**config.mk**
```make
export PLATFORM = sky130hd
export DESIGN_NAME = mem_port_arbiter_flat
export DESIGN_NICKNAME = d
export VERILOG_FILES = /design/src/rtl/mem_arb_pkg.sv /design/src/rtl/mem_port_arbiter_if.sv /design/src/rtl/mem_arb_watchdog.sv /design/src/rtl/mem_port_arbiter.sv /design/src/flat_wrapper.sv
export SDC_FILE = /design/constraint.sdc
export NUM_CORES = 1
export LEC_CHECK = 0
export CAP_MARGIN = 20
export CELL_PAD_IN_SITES_DETAIL_PLACEMENT = 0
export CELL_PAD_IN_SITES_GLOBAL_PLACEMENT = 2
export CORE_ASPECT_RATIO = 0.75
export CORE_MARGIN = 2
export CORE_UTILIZATION = 24
export CTS_BUF_LIST = sky130_fd_sc_hd__clkbuf_16
export CTS_CLUSTER_SIZE = 30
export DETAILED_ROUTE_END_ITERATION = 8
export PLACE_DENSITY = 0.79
export SLEW_MARGIN = 25
export SYNTH_ARGS = -nofsm -noshare
export SYNTH_HDL_FRONTEND = slang
export SYNTH_SLANG_ARGS = --single-unit
```
**constraint.sdc**
```tcl
create_clock -name clk -period 5.7 [get_ports clk]
set_input_delay 1.14 -clock clk [delete_from_list [all_inputs] [get_ports clk]]
set_output_delay 1.14 -clock clk [all_outputs]
set_load 0.1 [all_outputs]
```
**src/rtl/mem_arb_pkg.sv**
```systemverilog
// rtl/mem_arb_pkg.sv - types and constants shared by the data-memory port arbiter
package mem_arb_pkg;
  localparam int WORD_BITS = 32;
  localparam logic [2:0] FETCH_MODE = 3'b010;

  typedef enum logic [1:0] {IDLE, BUSY_IF, BUSY_LS} arb_state_t;
  typedef enum logic {REQ_IF, REQ_LS} req_id_t;
endpackage

```
**src/rtl/mem_port_arbiter_if.sv**
```systemverilog
// rtl/mem_port_arbiter_if.sv - fetch, load/store and memory-side signals of the port arbiter
interface mem_port_arbiter_if;
  import mem_arb_pkg::*;

  logic                 if_req;
  logic [WORD_BITS-1:0] if_addr;
  logic                 if_flush;
  logic                 if_gnt;
  logic                 if_rvalid;
  logic [WORD_BITS-1:0] if_rdata;

  logic                 ls_req;
  logic                 ls_we;
  logic [2:0]           ls_mode;
  logic [WORD_BITS-1:0] ls_addr;
  logic [WORD_BITS-1:0] ls_wdata;
  logic                 ls_gnt;
  logic                 ls_rvalid;
  logic [WORD_BITS-1:0] ls_rdata;

  logic                 mem_req;
  logic                 mem_we;
  logic [2:0]           mem_mode;
  logic [WORD_BITS-1:0] mem_addr;
  logic [WORD_BITS-1:0] mem_wdata;
  logic                 mem_ack;
  logic [WORD_BITS-1:0] mem_rdata;
  logic                 mem_err;

  // master: requesters plus memory model; slave: the arbiter
  modport master (
    output if_req, if_addr, if_flush, ls_req, ls_we, ls_mode, ls_addr, ls_wdata,
           mem_ack, mem_rdata,
    input  if_gnt, if_rvalid, if_rdata, ls_gnt, ls_rvalid, ls_rdata,
           mem_req, mem_we, mem_mode, mem_addr, mem_wdata, mem_err
  );

  modport slave (
    input  if_req, if_addr, if_flush, ls_req, ls_we, ls_mode, ls_addr, ls_wdata,
           mem_ack, mem_rdata,
    output if_gnt, if_rvalid, if_rdata, ls_gnt, ls_rvalid, ls_rdata,
           mem_req, mem_we, mem_mode, mem_addr, mem_wdata, mem_err
  );
endinterface

```
**src/rtl/mem_arb_watchdog.sv**
```systemverilog
// rtl/mem_arb_watchdog.sv - counts BUSY cycles and flags expiry on the MAX_WAIT-th cycle without ack
module mem_arb_watchdog #(
  parameter int MAX_WAIT = 15
) (
  input  logic clk,
  input  logic rst,
  input  logic clear,
  input  logic busy,
  output logic expire
);
  localparam int CW = $clog2(MAX_WAIT + 1);
  localparam logic [CW-1:0] LAST = CW'(MAX_WAIT - 1);

  logic [CW-1:0] wait_cnt;

  always_ff @(posedge clk or posedge rst) begin
    if (rst) begin
      wait_cnt <= '0;
    end else if (clear) begin
      wait_cnt <= '0;
    end else if (busy && wait_cnt != LAST) begin
      wait_cnt <= wait_cnt + 1'b1;
    end
  end

  assign expire = busy && (wait_cnt == LAST);
endmodule

```
**src/rtl/mem_port_arbiter.sv**
```systemverilog
// rtl/mem_port_arbiter.sv - shares one memory port between fetch and load/store, LS priority with anti-starvation
// Optional timeout abort when MEM_ARB_TIMEOUT_EN is defined.
module mem_port_arbiter
  import mem_arb_pkg::*;
#(
  parameter int STARVE_LIMIT = 4
`ifdef MEM_ARB_TIMEOUT_EN
  , parameter int MAX_WAIT = 15
`endif
) (
  input  logic             clk,
  input  logic             rst,
  mem_port_arbiter_if.slave bus
);
  localparam int SW = $clog2(STARVE_LIMIT + 1);
  localparam logic [SW-1:0] LIMIT = SW'(STARVE_LIMIT);

  arb_state_t    state, state_nxt;
  logic [SW-1:0] starve_cnt;
  logic          flush_pend;
  logic          ls_win;
  logic          expire;
  logic          done;

  assign ls_win = bus.ls_req && (!bus.if_req || starve_cnt < LIMIT);
  assign done   = (state != IDLE) && (bus.mem_ack || expire);

`ifdef MEM_ARB_TIMEOUT_EN
  logic grant;
  assign grant = bus.ls_gnt || bus.if_gnt;

  mem_arb_watchdog #(.MAX_WAIT(MAX_WAIT)) u_watchdog (
    .clk    (clk),
    .rst    (rst),
    .clear  (grant),
    .busy   (state != IDLE),
    .expire (expire)
  );
`else
  assign expire = 1'b0;
`endif

  always_ff @(posedge clk or posedge rst) begin
    if (rst) state <= IDLE;
    else     state <= state_nxt;
  end

  always_comb begin
    state_nxt = state;
    case (state)
      IDLE: begin
        if (ls_win)          state_nxt = BUSY_LS;
        else if (bus.if_req) state_nxt = BUSY_IF;
      end
      default: begin
        if (bus.mem_ack || expire) state_nxt = IDLE;
      end
    endcase
  end

  // grants are combinational but masked while reset is held
  always_comb begin
    bus.ls_gnt = 1'b0;
    bus.if_gnt = 1'b0;
    if (state == IDLE && !rst) begin
      bus.ls_gnt = ls_win;
      bus.if_gnt = !ls_win && bus.if_req;
    end
  end

  assign bus.mem_req = (state != IDLE);

  always_ff @(posedge clk or posedge rst) begin
    if (rst) begin
      starve_cnt    <= '0;
      flush_pend    <= 1'b0;
      bus.mem_we    <= 1'b0;
      bus.mem_mode  <= '0;
      bus.mem_addr  <= '0;
      bus.mem_wdata <= '0;
      bus.if_rvalid <= 1'b0;
      bus.if_rdata  <= '0;
      bus.ls_rvalid <= 1'b0;
      bus.ls_rdata  <= '0;
      bus.mem_err   <= 1'b0;
    end else begin
      bus.if_rvalid <= 1'b0;
      bus.ls_rvalid <= 1'b0;
      bus.mem_err   <= expire && !bus.mem_ack;

      if (bus.ls_gnt) begin
        bus.mem_we    <= bus.ls_we;
        bus.mem_mode  <= bus.ls_mode;
        bus.mem_addr  <= bus.ls_addr;
        bus.mem_wdata <= bus.ls_wdata;
        if (!bus.if_req)              starve_cnt <= '0;
        else if (starve_cnt != LIMIT) starve_cnt <= starve_cnt + 1'b1;
      end else if (bus.if_gnt) begin
        bus.mem_we    <= 1'b0;
        bus.mem_mode  <= FETCH_MODE;
        bus.mem_addr  <= bus.if_addr;
        bus.mem_wdata <= '0;
        starve_cnt    <= '0;
      end else if (state == IDLE && !bus.if_req) begin
        starve_cnt <= '0;
      end

      if (state == BUSY_IF && done)
        flush_pend <= 1'b0;
      else if (bus.if_flush && (state == BUSY_IF || bus.if_gnt))
        flush_pend <= 1'b1;

      // an aborted transfer still completes toward the requester, with zero data
      if (done && state == BUSY_LS) begin
        bus.ls_rvalid <= 1'b1;
        bus.ls_rdata  <= (bus.mem_we || !bus.mem_ack) ? '0 : bus.mem_rdata;
      end
      if (done && state == BUSY_IF && !flush_pend && !bus.if_flush) begin
        bus.if_rvalid <= 1'b1;
        bus.if_rdata  <= bus.mem_ack ? bus.mem_rdata : '0;
      end
    end
  end
endmodule

```
**src/flat_wrapper.sv**
```systemverilog
// flat-port wrapper written by rule: the top's interface ports become plain ports
module mem_port_arbiter_flat import mem_arb_pkg::*;
#(
  parameter int STARVE_LIMIT = 4

)
  (clk, rst, bus_if_req, bus_if_addr, bus_if_flush, bus_ls_req, bus_ls_we, bus_ls_mode, bus_ls_addr, bus_ls_wdata, bus_mem_ack, bus_mem_rdata, bus_if_gnt, bus_if_rvalid, bus_if_rdata, bus_ls_gnt, bus_ls_rvalid, bus_ls_rdata, bus_mem_req, bus_mem_we, bus_mem_mode, bus_mem_addr, bus_mem_wdata, bus_mem_err);
  mem_port_arbiter_if bus_i ();
  input  logic clk;
  input  logic rst;
  input wire logic [$bits(bus_i.if_req)-1:0] bus_if_req;
  input wire logic [$bits(bus_i.if_addr)-1:0] bus_if_addr;
  input wire logic [$bits(bus_i.if_flush)-1:0] bus_if_flush;
  input wire logic [$bits(bus_i.ls_req)-1:0] bus_ls_req;
  input wire logic [$bits(bus_i.ls_we)-1:0] bus_ls_we;
  input wire logic [$bits(bus_i.ls_mode)-1:0] bus_ls_mode;
  input wire logic [$bits(bus_i.ls_addr)-1:0] bus_ls_addr;
  input wire logic [$bits(bus_i.ls_wdata)-1:0] bus_ls_wdata;
  input wire logic [$bits(bus_i.mem_ack)-1:0] bus_mem_ack;
  input wire logic [$bits(bus_i.mem_rdata)-1:0] bus_mem_rdata;
  output wire logic [$bits(bus_i.if_gnt)-1:0] bus_if_gnt;
  output wire logic [$bits(bus_i.if_rvalid)-1:0] bus_if_rvalid;
  output wire logic [$bits(bus_i.if_rdata)-1:0] bus_if_rdata;
  output wire logic [$bits(bus_i.ls_gnt)-1:0] bus_ls_gnt;
  output wire logic [$bits(bus_i.ls_rvalid)-1:0] bus_ls_rvalid;
  output wire logic [$bits(bus_i.ls_rdata)-1:0] bus_ls_rdata;
  output wire logic [$bits(bus_i.mem_req)-1:0] bus_mem_req;
  output wire logic [$bits(bus_i.mem_we)-1:0] bus_mem_we;
  output wire logic [$bits(bus_i.mem_mode)-1:0] bus_mem_mode;
  output wire logic [$bits(bus_i.mem_addr)-1:0] bus_mem_addr;
  output wire logic [$bits(bus_i.mem_wdata)-1:0] bus_mem_wdata;
  output wire logic [$bits(bus_i.mem_err)-1:0] bus_mem_err;
  assign bus_i.if_req = bus_if_req;
  assign bus_i.if_addr = bus_if_addr;
  assign bus_i.if_flush = bus_if_flush;
  assign bus_i.ls_req = bus_ls_req;
  assign bus_i.ls_we = bus_ls_we;
  assign bus_i.ls_mode = bus_ls_mode;
  assign bus_i.ls_addr = bus_ls_addr;
  assign bus_i.ls_wdata = bus_ls_wdata;
  assign bus_i.mem_ack = bus_mem_ack;
  assign bus_i.mem_rdata = bus_mem_rdata;
  assign bus_if_gnt = bus_i.if_gnt;
  assign bus_if_rvalid = bus_i.if_rvalid;
  assign bus_if_rdata = bus_i.if_rdata;
  assign bus_ls_gnt = bus_i.ls_gnt;
  assign bus_ls_rvalid = bus_i.ls_rvalid;
  assign bus_ls_rdata = bus_i.ls_rdata;
  assign bus_mem_req = bus_i.mem_req;
  assign bus_mem_we = bus_i.mem_we;
  assign bus_mem_mode = bus_i.mem_mode;
  assign bus_mem_addr = bus_i.mem_addr;
  assign bus_mem_wdata = bus_i.mem_wdata;
  assign bus_mem_err = bus_i.mem_err;
  mem_port_arbiter #(.STARVE_LIMIT(STARVE_LIMIT)) u_core (.clk(clk), .rst(rst), .bus(bus_i));
endmodule
```
Word-level counts from Yosys, hierarchy flattened:

Index checks and enable logic that the tools add are counted.

* bits in registers: 140
* logic and storage cells: 70

* add/sub/neg operators: 1
* muxes and demuxes: 25
* reductions and logical operators: 27
* equality and inequality tests: 5
* $lt $le $gt $ge: 1

Operators by type and width (count)
* $mux W32: 6
* $mux W3: 7
* $logic_and A1 B1 Y1: 10
* $mux W1: 8
* $mux W2: 4
* $reduce_bool A2 Y1: 4
* $logic_not A1 Y1: 6
* $ne A3 B2 Y1 const B: 2
* $reduce_and A2 Y1: 2
* $add A3 B1 Y3 const B: 1
* $logic_or A1 B1 Y1: 3
* $lt A3 B3 Y1 const B: 1
* $ne A3 B3 Y1 const B: 1
* $reduce_bool A3 Y1: 1
* $eq A2 B1 Y1 const B: 1
* $eq A2 B2 Y1 const B: 1
* $logic_not A2 Y1: 1

Depth between registers and ports, before layout:

Gate-level depths: netlist of the first run.

* depth after elaboration: 10
* mapped depth: 7
* gate-level depth less buffers: 4

Worst setup path before layout of the first run:

OpenSTA, ideal clock, no wires.

* path type: input to output
* start point: in rst
* end point: out bus_if_gnt
* arrival: 2.990 ns
* buffers on the path: 2
* setup slack: 1.570 ns
* stages: 4
* cells stage by stage: or3_1 -> buf_6 -> buf_6 -> nor2_1

* cells in the longest elaborated chain, start to end: 3

Ends and longest elaborated chain
* from (decl): RTL line flat_wrapper.sv:10 `input logic rst;`
* $logic_not A1 Y1 (no line)
* $logic_and A1 B1 Y1: RTL line mem_port_arbiter.sv:65 `if (state == IDLE && !rst) begin`
* $mux W1: RTL line mem_port_arbiter.sv:65
* to (decl): RTL line flat_wrapper.sv:21 `output wire logic [$bits(bus_i.if_gnt)-1:0] bus_if_gnt;`

No other way between the ends.

Worst setup path in the final report of the first run:

Ends and elaborated chain as after synthesis.

==> results of run 1 <==
-- Yosys cell counts (all sizes together) (2+ instances only) --
master,instances
ha,2
nor2,3
a22o,35
a211oi,2
a21oi,34
o21ai,64
inv,8
dfrtp,140
mux2,32
a31oi,32
nand2,67
o22ai,3
buf,26
clkbuf,21
nand3,34
-- sequential cells by signal, summed over array words and instances (netlist names) --
register              cells
u_core.starve_cnt         3
u_core.bus.ls_rvalid      1
u_core.bus.mem_mode       3
u_core.bus.ls_rdata      32
u_core.bus.if_rvalid      1
u_core.bus.if_rdata      32
u_core.flush_pend         1
u_core.bus.mem_addr      32
u_core.state              2
u_core.bus.mem_we         1
u_core.bus.mem_wdata     32
-- metrics by stage --
step | cells | util | setup WS [ns] | hold slack (ns)
finish | 1094 | 0.3903 | 1.612 | 0.4777
global route | 1094 | 0.3903 | 1.518 | 0.4935
CTS | 1094 | 0.3900 | 1.619 | 0.4838
detailed placement | 1062 | 0.3664 | 1.622 | 0.4692
global placement | 1061 | 0.3658 | 1.628 | 0.4604
floorplan | 517 | - | 0.8071 | 0.4780
-- cells by family (layout without fill, tap and decap cells) --
| kind of cell | Yosys count | in the layout |
|---|---|---|
| buffers and inverters | 55 | 326 |
| other | 1 | 1 |
| adder cells (fa/ha/maj) | 2 | 2 |
| flip-flops | 140 | 140 |
| AND/OR/NAND/NOR | 112 | 112 |
| multiplexers | 33 | 33 |
| AO/OA/AOI/OAI | 174 | 174 |
-- worst max-delay path: stages --
cell             delay [ns]
clkdlybuf4s50_1        0.54
or3_1                  0.54
buf_4                  0.30
nor2_1                 0.13
buf_4                  0.29
-- layout by cell type (no fill, tap or decap), types with 2 or more instances in the layout --
cell,count
clkinvlp_4,5
clkbuf_16,17
a211oi_1,2
o21ai_1,3
nand3_1,33
a31oi_1,32
buf_4,13
a21oi_1,34
ha_1,2
a22o_2,9
a22o_1,26
inv_6,7
o21ai_0,61
clkdlybuf4s50_1,272
o22ai_1,3
mux2_2,32
dfrtp_1,140
inv_1,8
nand2_1,66
nor2_1,2
-- routing by layer --
layer	up-vias	part of all wire	track usage	routed length, um
li1	2373	-	-	-
met1	2424	0.47	0.2081	8824
met2	205	0.44	0.2121	8221
met3	11	0.086	0.05462	1627
met4	0	0.0074	0.03537	140
met5	-	0	0	0
-- how the worst max path moves through the flow --
| stage | from | to | slack, ns |
|---|---|---|---|
| finish | rst | bus_if_gnt | 1.61 |
| global route | rst | bus_if_gnt | 1.52 |
| CTS | rst | bus_if_gnt | 1.62 |
| detailed placement | rst | bus_if_gnt | 1.62 |
| global placement | rst | bus_if_gnt | 1.63 |
| floorplan | rst | u_core.bus.if_rdata[0]$_DFFE_PP0P_ | 0.81 |
-- final cells by class --
cell class	count	area (um2)
Multi-Input combinational cell	322	2012
Inverter	8	35.03
Clock inverter	15	138.9
Timing Repair Buffer	286	2835
Tap cell	306	382.9
Sequential cell	140	3503
Clock buffer	17	425.4
Fill cell	2394	14580
==> impl_metrics.tcl, run 1 <==
set metrics [dict create \
    ys_seq_area_frac 0.6006 \
    layout.nets 915 \
    grt_max_degree 75 \
    clk_path_buf_depth 2 \
    synth-xor-area-share 0 \
    grt_pass1_wl_mm 29.45 \
    grt_usage 0.1472 \
    yosys_warnings 0 \
    rr_worst_depth 4 \
    synth_top_area_share 0.6006 \
    die_w_um 184.0 \
    run_status "finished, final reports clean" \
    synthFlopType "dfrtp_1" \
    hp-start "u_core.bus.ls_rdata[23]$_DFFE_PP0P_" \
    grt_pass1_vias 5087 \
    syn_inst 517 \
    die_y_um 139.0 \
    synth_edf_count 0 \
    wl_per_cell_um 17.20 \
    fin_crit_sh 0.7172 \
    reg2reg_slack_ns 3.50 \
    wirelength_mm 18.81 \
    r2r-end "u_core.bus.mem_wdata[3]$_DFFE_PP0P_" \
    fin_tns_setup_ns 0 \
    synthArstFlopShare 1.000 \
    arrival_ns 2.95 \
    gr-total-overflow 0 \
    whs_path_depth 2 \
    port_buffers 274 \
    antenna_found_initial 0 \
    min_period_ns 4.088 \
    fmax_ghz 0.2446 \
    final_area_um2 9333 \
    cts_root_buffer "clkbuf_16" \
    synth-simple-area-share 0.08923 \
    synth_top_area_cell "dfrtp_1" \
    crit_path_end_kind "primary output" \
    dr.first_iter.drc_count 254 \
    drc 0 \
    synth_compound_area_frac 0.1855 \
    cts_hold_buf 0 \
    synth_top_cells_by_area "dfrtp_1, mux2_2, o21ai_0" \
    syn_nets 657 \
    numCtsBuffers 17 \
    min_to "u_core.bus.ls_rdata[23]$_DFFE_PP0P_" \
    num_antenna_cells 0 \
    area_growth_pct 60.00 \
    vias 5013 \
    slew_headroom 0.2974 \
    r2r_start "u_core.state[0]$_DFFE_PP0P_" \
    dpl_cell_area_um2 8761 \
    clk_latency_ns 0.42 \
    rsz0062_at_grt "false" \
    avgSynthCellArea_um2 11.28 \
    cts_tree "built" \
    post_cts_buffers 0 \
    first_pass_iters 5 \
    vias_per_cell 4.582 \
    syn-cell-area_um2 5833 \
    synth_cell_type_count 38 \
    dp_hpwl_mm 12.91 \
    start_util 0.2440 \
    cp-start-kind "primary input" \
    h-tree-depth 4 \
    worstMarginPinSlew_ns 1.051 \
    fin_skew_ns 0.01310 \
    crit_required_ns 4.56 \
    ys_ff_latch 140 \
    die_area_um2 25580 \
    cts_sinks 140 \
    drv_cap 0 \
    ant_nets 0 \
    core_area_um2 23910 \
    final_max_slew_viol_count 0 \
    path_class "primary input to primary output" \
    crit_fanout 28 \
    synth_top_family_by_area "compound AO/OA/AOI/OAI gates" \
    final_layout_size_suffix_gt1_frac 0.1180 \
    cts_resized 0 \
    ios 276 \
    setup_violations 0 \
    hp-class "flop to flop" \
    synth-adder-area-share 0.004290 \
    synthMuxAreaShare 0.06349 \
    clk_pin_slew_worst_paths_ns 0.06 \
    num_rows 49 \
    hold_viol_final 0 \
    gp_congestion 0.7259 \
]
Power of run 1 is left out: the tool's default activity adds up to more than one toggle a clock period on the data nets, which glitch-free logic cannot reach.
==> run 2: changes to the inputs <==
==> constraint.sdc (replaced) <==
create_clock -name clk -period 3.82 [get_ports clk]
set_input_delay 0.764 -clock clk [delete_from_list [all_inputs] [get_ports clk]]
set_output_delay 0.764 -clock clk [all_outputs]
set_load 0.1 [all_outputs]
==> run 2 against run 1 <==
  * Clock-buffer cell count stayed put
  * Register-to-register slack worse by 1.6 ns
  * Sequential cell count stayed put
  * Non-clock buffer count is 2 higher
  * Routed wire length is 0.68% higher
  * Sequential share of layout area is 0.075 points lower
  * Global-route usage is 0.18 points higher
  * Critical endpoint unchanged
==> impl_metrics.tcl, run 2 (synthesis gave the netlist of run 1 again) <==
set metrics [dict create \
    run_status "finished, final reports clean" \
    arrival_ns 2.31 \
    area_growth_pct 60.32 \
    die_y_um 139.0 \
    final_max_slew_viol_count 0 \
    whs_path_depth 2 \
    crit_required_ns 3.06 \
    r2r-end "u_core.bus.mem_wdata[5]$_DFFE_PP0P_" \
    layout_common_cells "clkdlybuf4s50_1, dfrtp_1, nand2_1" \
    hp-start "u_core.bus.ls_rdata[16]$_DFFE_PP0P_" \
    crit_fanout 11 \
    fin_crit_sh 0.8051 \
    post_cts_buffers 0 \
    hold_viol_final 0 \
    cts_root_buffer "clkbuf_16" \
    path_class "primary input to primary output" \
    min_to "u_core.bus.ls_rdata[16]$_DFFE_PP0P_" \
    cp-start-kind "primary input" \
    grt_pass1_vias 5121 \
    seqCellArea_um2 3503 \
    antenna_found_initial 0 \
    grt_max_degree 66 \
    wl_per_cell_um 17.31 \
    wirelength_mm 18.94 \
    vias 5017 \
    postLayoutCoreUtil 0.3911 \
    crit_path_end_kind "primary output" \
    final_layout_size_suffix_gt1_frac 0.1129 \
    fmax_ghz 0.3252 \
    layout.cells.non_filler 1094 \
    gr-total-overflow 0 \
    fin_skew_ns 0.007396 \
    fin_tns_setup_ns 0 \
    layout_commonest_cell "clkdlybuf4s50_1" \
    max_stage_delay_ns 0.56 \
    grt_usage 0.1489 \
    port_buffers 274 \
    die_area_um2 25580 \
    numCtsBuffers 17 \
    ios 276 \
    hp-class "flop to flop" \
    min_period_ns 3.075 \
    grt_pass1_wl_mm 29.64 \
    dr.first_iter.drc_count 152 \
    multi_input_area_um2 2012 \
    dp_hpwl_mm 13.16 \
    gp_congestion 0.6952 \
    ant_nets 0 \
    rr_worst_depth 4 \
    clk_latency_ns 0.42 \
    dp.cells 1064 \
    first_pass_iters 4 \
    rsz0062_at_grt "false" \
    place_ws_ns 0.7456 \
    start_util 0.2440 \
    cts_sinks 140 \
    drv_cap 0 \
    setup_violations 0 \
    clk_pin_slew_worst_paths_ns 0.05 \
    die_w_um 184.0 \
    critPathSlowestCell "or3_1" \
    nFillCells 2400 \
    fin_ws_ns 0.7446 \
    h-tree-depth 4 \
    drc 0 \
    r2r_start "u_core.state[0]$_DFFE_PP0P_" \
    cts_hold_buf 0 \
    num_rows 49 \
    cts_tree "built" \
    cts_resized 0 \
    reg2reg_slack_ns 1.88 \
    layout.nets 917 \
    slew_headroom 0.3097 \
    num_antenna_cells 0 \
    vias_per_cell 4.586 \
    worstMarginPinSlew_ns 1.032 \
    path_cells "clkdlybuf4s50_1 > or3_1 > nor2_1 > buf_12" \
    clk_path_buf_depth 2 \
    core_area_um2 23910 \
]
==> run 2: area by class of cell <==
type	instances	area share
Sequential cell	140	0.3746
Timing Repair Buffer	288	0.3104
Multi-Input combinational cell	322	0.2151
Clock buffer	17	0.04549
Tap cell	306	0.04094
Clock inverter	13	0.009767
Inverter	8	0.003613
==> run 2: worst max path at each step <==
stage	startpoint	endpoint	slack, ns	cells past startpoint
2_1_floorplan	rst	bus_if_gnt	0.44	4
3_3_place_gp	rst	bus_if_gnt	0.73	4
3_5_place_dp	rst	bus_if_gnt	0.75	4
4_1_cts	rst	bus_if_gnt	0.74	4
5_1_grt	rst	bus_if_gnt	0.67	4
6_report	rst	bus_if_gnt	0.74	4
==> run 2: worst max-delay path, delay by kind of cell <==
family	cells	cell delay [ns]
AND/OR/NAND/NOR	2	0.82
buffers and inverters	2	0.71
==> run 2: metal layers <==
metal,global-route usage,vias to the layer above,wire length (um)
li1,-,2365,-
met2,0.2179,198,8223
met1,0.2049,2443,8888
met3,0.05777,11,1682
met5,0,-,0
met4,0.03916,0,148
==> run 2: per-stage QoR <==
stage	area [um2]	hold slack, ns
2_1_floorplan	5837	0.4780
3_3_place_gp	8827	0.4615
3_5_place_dp	8827	0.4691
4_1_cts	9344	0.4832
5_1_grt	9351	0.5071
6_report	9351	0.4774
Power of run 2 is left out for the same reason.
